### config.mk
export PLATFORM = sky130hd
export DESIGN_NAME = pulse_train_ctrl
export DESIGN_NICKNAME = d
export VERILOG_FILES = /design/src/rtl/pulse_train_ctrl.sv
export SDC_FILE = /design/constraint.sdc
export NUM_CORES = 1
export LEC_CHECK = 0
export CAP_MARGIN = 20
export CORE_MARGIN = 10
export CORE_UTILIZATION = 50
export CTS_BUF_LIST = sky130_fd_sc_hd__clkbuf_4
export CTS_CLUSTER_DIAMETER = 200
export CTS_CLUSTER_SIZE = 24
export DETAILED_ROUTE_END_ITERATION = 10
export PLACE_DENSITY = 0.74
export SETUP_SLACK_MARGIN = 0.15
export SYNTH_ARGS = -nofsm -noshare
export SYNTH_HDL_FRONTEND = slang
export SYNTH_SLANG_ARGS = --single-unit
### constraint.sdc
create_clock -name clk -period 3.3 [get_ports clk]
set_clock_uncertainty 0.1 [all_clocks]
set_input_delay 0.66 -clock clk [delete_from_list [all_inputs] [get_ports clk]]
set_output_delay 0.66 -clock clk [all_outputs]
set_load 0.05 [all_outputs]
### src/rtl/pulse_train_ctrl.sv
// Programmable pulse-train controller: emits num pulses of a given width and period with start/stop/done handshake.
// Optional continuous mode (num=0 repeats until stop) is enabled by defining PULSE_TRAIN_CTRL_CONT_EN.
module pulse_train_ctrl #(
    parameter int CNT_W = 8,
    parameter int NUM_W = 8
) (
    input  logic             clk,
    input  logic             rst,
    input  logic             start_i,
    input  logic             stop_i,
    input  logic [CNT_W-1:0] period_i,
    input  logic [CNT_W-1:0] width_i,
    input  logic [NUM_W-1:0] num_i,
    output logic             pulse_o,
    output logic             busy_o,
    output logic             done_o,
    output logic             cfg_err_o,
    output logic [NUM_W-1:0] pulse_idx_o
);

    typedef enum logic [1:0] {
        S_IDLE,
        S_HIGH,
        S_LOW,
        S_DONE
    } state_t;

    localparam logic [CNT_W-1:0] CNT_ONE = 1;
    localparam logic [NUM_W-1:0] NUM_ONE = 1;

    state_t           state;
    state_t           state_next;
    logic [CNT_W-1:0] period_q;
    logic [CNT_W-1:0] width_q;
    logic [NUM_W-1:0] num_q;
    logic [CNT_W-1:0] phase;

    logic cfg_ok;
    logic num_ok;
    logic last_pulse;
    logic load_cfg;
    logic cfg_reject;
    logic next_pulse;

`ifdef PULSE_TRAIN_CTRL_CONT_EN
    logic cont_q;

    // num=0 selects an endless train; the index simply wraps.
    assign num_ok     = 1'b1;
    assign last_pulse = !cont_q && (pulse_idx_o == num_q - NUM_ONE);
`else
    assign num_ok     = (num_i != '0);
    assign last_pulse = (pulse_idx_o == num_q - NUM_ONE);
`endif

    assign cfg_ok = (width_i != '0) && (period_i > width_i) && num_ok;

    // NOTE: every signal written here gets a default first, so no path can infer a latch.
    always_comb begin
        state_next = state;
        load_cfg   = 1'b0;
        cfg_reject = 1'b0;
        next_pulse = 1'b0;
        case (state)
            S_IDLE: begin
                if (start_i && !stop_i) begin
                    if (cfg_ok) begin
                        state_next = S_HIGH;
                        load_cfg   = 1'b1;
                    end else begin
                        cfg_reject = 1'b1;
                    end
                end
            end
            S_HIGH: begin
                if (stop_i) begin
                    state_next = S_DONE;
                end else if (phase == width_q - CNT_ONE) begin
                    state_next = S_LOW;
                end
            end
            S_LOW: begin
                if (stop_i) begin
                    state_next = S_DONE;
                end else if (phase == period_q - CNT_ONE) begin
                    if (last_pulse) begin
                        state_next = S_DONE;
                    end else begin
                        state_next = S_HIGH;
                        next_pulse = 1'b1;
                    end
                end
            end
            S_DONE:  state_next = S_IDLE;
            default: state_next = S_IDLE;
        endcase
    end

    // NOTE: sequential state uses non-blocking assignments so every flop samples pre-edge values.
    always_ff @(posedge clk) begin
        if (rst) begin
            state       <= S_IDLE;
            period_q    <= '0;
            width_q     <= '0;
            num_q       <= '0;
            phase       <= '0;
            pulse_o     <= 1'b0;
            busy_o      <= 1'b0;
            done_o      <= 1'b0;
            cfg_err_o   <= 1'b0;
            pulse_idx_o <= '0;
`ifdef PULSE_TRAIN_CTRL_CONT_EN
            cont_q      <= 1'b0;
`endif
        end else begin
            state     <= state_next;
            // Outputs are decoded from the next state so they line up with the state register.
            pulse_o   <= (state_next == S_HIGH);
            busy_o    <= (state_next == S_HIGH) || (state_next == S_LOW);
            done_o    <= (state_next == S_DONE);
            cfg_err_o <= cfg_reject;

            if (load_cfg) begin
                period_q    <= period_i;
                width_q     <= width_i;
                num_q       <= num_i;
                phase       <= '0;
                pulse_idx_o <= '0;
`ifdef PULSE_TRAIN_CTRL_CONT_EN
                cont_q      <= (num_i == '0);
`endif
            end else if (next_pulse) begin
                phase       <= '0;
                pulse_idx_o <= pulse_idx_o + NUM_ONE;
            end else if (state == S_HIGH || state == S_LOW) begin
                phase <= phase + CNT_ONE;
            end
        end
    end

endmodule

==> summary.txt, run 1 <==
Logic synthesis
  • Cells after Synth: ~360
  • Post-synth EDFFs: 0
  • Post-synthesis register bit count: 46
  • Distinct cells, synth: 53
  • Top_reg_cell synth: dfxtp_1
  • Mean post-synth cell area: 8.12 sq um
  • Share of the synthesized area in the top cell type: 0.318
  • Mapped Nets: between 400 and 500
  • Mapped Area: 2900 sq um
  • Post-synth top cells: 46 x dfxtp_1, 46 x nand2_1, 32 x nor2_1
  • Post-synth ARST share: 0
  • Synthesis Warnings: 0
  • Ranking of synthesized cells by area: dfxtp_1 32%, xnor2_1 7.9%, ha_1 7.8%, nand2_1 6.0%, a21oi_1 4.3%
  • Top cell type by total area after synthesis: dfxtp_1
  • Sequential fraction of the synthesis area: 0.318

Global routing
  • Global-route wire length before repair: 11.9 mm
  • Initial antenna violation count: 0
  • GRT overflow: 0
  • Largest net degree at the start of global routing: 34
  • Total GRT Usage: 0.160
  • Vias in the first global route: 2597

Run status
  • Status: complete, no violations

Clock tree
  • Post-CTS setup buffer count: 0
  • Num CTS Buffers: 5
  • H-tree levels: 2
  • Skew-Pair Late Insertion Delay: 0.36 ns
  • CTS tree: done
  • Post_cts resized: 0
  • CTS Hold Buffers Added: 0
  • Clock buffer depth: 2
  • TritonCTS Sinks: 46
  • CTS Root Cell: clkbuf_4
  • Clock transition at path regs: 0.15 ns

Floorplan
  • Starting Density: 0.520
  • Num ports: 40
  • Die Y: slightly below 100 um
  • Core area: 5570 sq um
  • Die W: 96.1 um
  • Row count: 27
  • Die Footprint: 9240 sq um

Pwr
  • Sw Share: 0.310
  • Logic pwr share: 0.238
  • Sequential fraction of design power: 0.524
  • Switching Power: 354 uW
  • Int Power: a little under 800 uW
  • Clock share of power: 0.238
  • Peak VDD IR: 0.172 mV
  • Pwr/cell area: 327 nW/um^2
  • Static Leak: 0.00135 uW

Critical path
  • Type of the worst setup path: register to register
  • Crit Path Max Fanout: 5
  • WP data required: 3.46 ns
  • Element type at the critical path start: register
  • Crit-path cells: or4_4 -> or3_4 -> a2111oi_4 -> o211ai_2 -> or3_4 -> nand2_1 -> buf_4 -> nand2_1 -> ha_1 -> nor2b_1
  • Worst path arrival time: 3.21 ns
  • Slowest Stage Delay on Critical Path: approximately 0.55 ns
  • Crit end category: register
  • Critical path's slowest cell: or4_4

Route
  • Final routed DRC violation total: 0
  • Iter 0 DRT Violations: 153
  • Routed wire length: 7.09 mm
  • TritonRoute pass-1 iters: 4
  • Routed vias/inst: 5.53
  • Routed Antenna Nets: 0
  • DR vias: 2609
  • Post-DR wirelength/cell: 15.0 um

Timing
  • Final setup fails: 0
  • Final cycle utilization of the critical path: 0.923
  • Tmin final: 3.04 ns
  • Final hold violations: 0
  • Max Slew Vio Count: 0
  • Worst slew pin tran: about 0.70 ns
  • Hold slack: 0.380 ns
  • RSZ-0062 raised after global routing: no
  • Worst slew margin: 0.530
  • Peak Freq: 328 MHz
  • Min setup slack post-route: between 0.2 and 0.3 ns
  • Final setup TNS: 0 ns

Placement
  • PortBufs: 39
  • Gpl congestion: 0.883
  • Pre-CTS setup slack: 0.0127 ns
  • Placed cell areas: between 3000 and 4000 sq um
  • HPWL Detailed: 5.54 mm

Layout
  • Layout cells sized above 1: 0.0775
  • Layout area overhead: 20.4%
  • Fin nets: 445
  • Final Core Density: 0.626
  • Antenna diodes: 0
  • Filler cell count: 512
  • Post-route cell area: 3490 sq um

Min path
  • Min-delay worst type: register to register

Job
  • Max Cap Violations: 0
==> sequential cells by signal (all words and copies together) (netlist names) <==
register / count
busy_o: 1
cfg_err_o: 1
done_o: 1
num_q: 8
period_q: 8
phase: 8
pulse_idx_o: 8
pulse_o: 1
state: 2
width_q: 8
==> area by class of cell <==
cell class / instances / area (sq um) / share of cell area
clock buffer: 5 / 37.5 / 0.0108
clock inverter: 3 / 16.3 / 0.00466
timing repair buffer: 55 / 510 / 0.146
inverter: 22 / 82.6 / 0.0237
multi-input combinational: 269 / 1830 / 0.525
tap: 72 / 90.1 / 0.0258
sequential: 46 / 921 / 0.264
==> power groups by stage <==
stage,registers (uW),logic (uW),clock network [uW]
final,597,271,272
after global placement,608,264,0
after global routing,601,300,302
after floorplan,614,170,0
after detailed placement,609,270,0
after CTS,597,271,277
==> per-stage QoR <==
stage	std cells	total power, uW
2_1_floorplan	357	783
3_3_place_gp	464	872
3_5_place_dp	464	879
4_1_cts	472	1150
5_1_grt	472	1200
6_report	472	1140
==> placed cells by master, fill, tap and decap left out, types with 4 or more instances in the layout <==
master,count
nand2b_1,4
a21oi_1,25
or3_1,4
nor4b_1,4
nand3_1,4
nand2_1,46
ha_1,18
xor2_1,13
buf_4,16
o21ai_0,8
nor4_1,7
clkdlybuf4s50_1,39
nor2b_1,4
dfxtp_1,46
nand4_1,7
nor2_1,32
nor3_1,8
mux2i_1,9
and3_1,4
clkbuf_4,5
xnor2_1,26
inv_1,22
==> kinds of logic (layout without fill, tap and decap cells) <==
logic type,Yosys count,after routing,synth area share
buffers and inverters,42,85,0.0548
and+or+nand+nor,135,135,0.233
adders and majority gates,18,18,0.0777
muxes,10,10,0.0350
xor gates and xnor gates,39,39,0.118
DFF,46,46,0.318
AOI/OAI and AO/OA,67,67,0.164
==> worst paths after layout <==
check                                 start        to  slack [ns]  depth (start not counted)
worst min register to register     num_q[7]  num_q[7]        0.38                          2
worst max register to register  period_q[0]    done_o        0.26                         10
worst max-delay path            period_q[0]    done_o        0.26                         10
worst min-delay path               num_q[7]  num_q[7]        0.38                          2
==> per-layer routing <==
metal | track usage | vias to the layer above | part of all wire
met5 | 0 | - | 0
met2 | 0.248 | 50 | 0.47
li1 | - | 1329 | -
met4 | 0.0663 | 0 | 0.017
met1 | 0.210 | 1219 | 0.47
met3 | 0.0319 | 11 | 0.052
==> critical path, delay by kind of cell, from the launching register on <==
family	cells	cell delay (ns)
compound gates	2	0.58
fa+ha+maj	1	0.16
buf+inv	1	0.11
simple gates	6	1.66
flops	1	0.34
Power figures use the tool's default switching activity.
==> inputs of run 2 (changes only) <==
TNS_END_PERCENT = 20   (was default)
==> results of run 2 <==
Same layout as run 1: the final DEF is identical, and so are final timing and power.
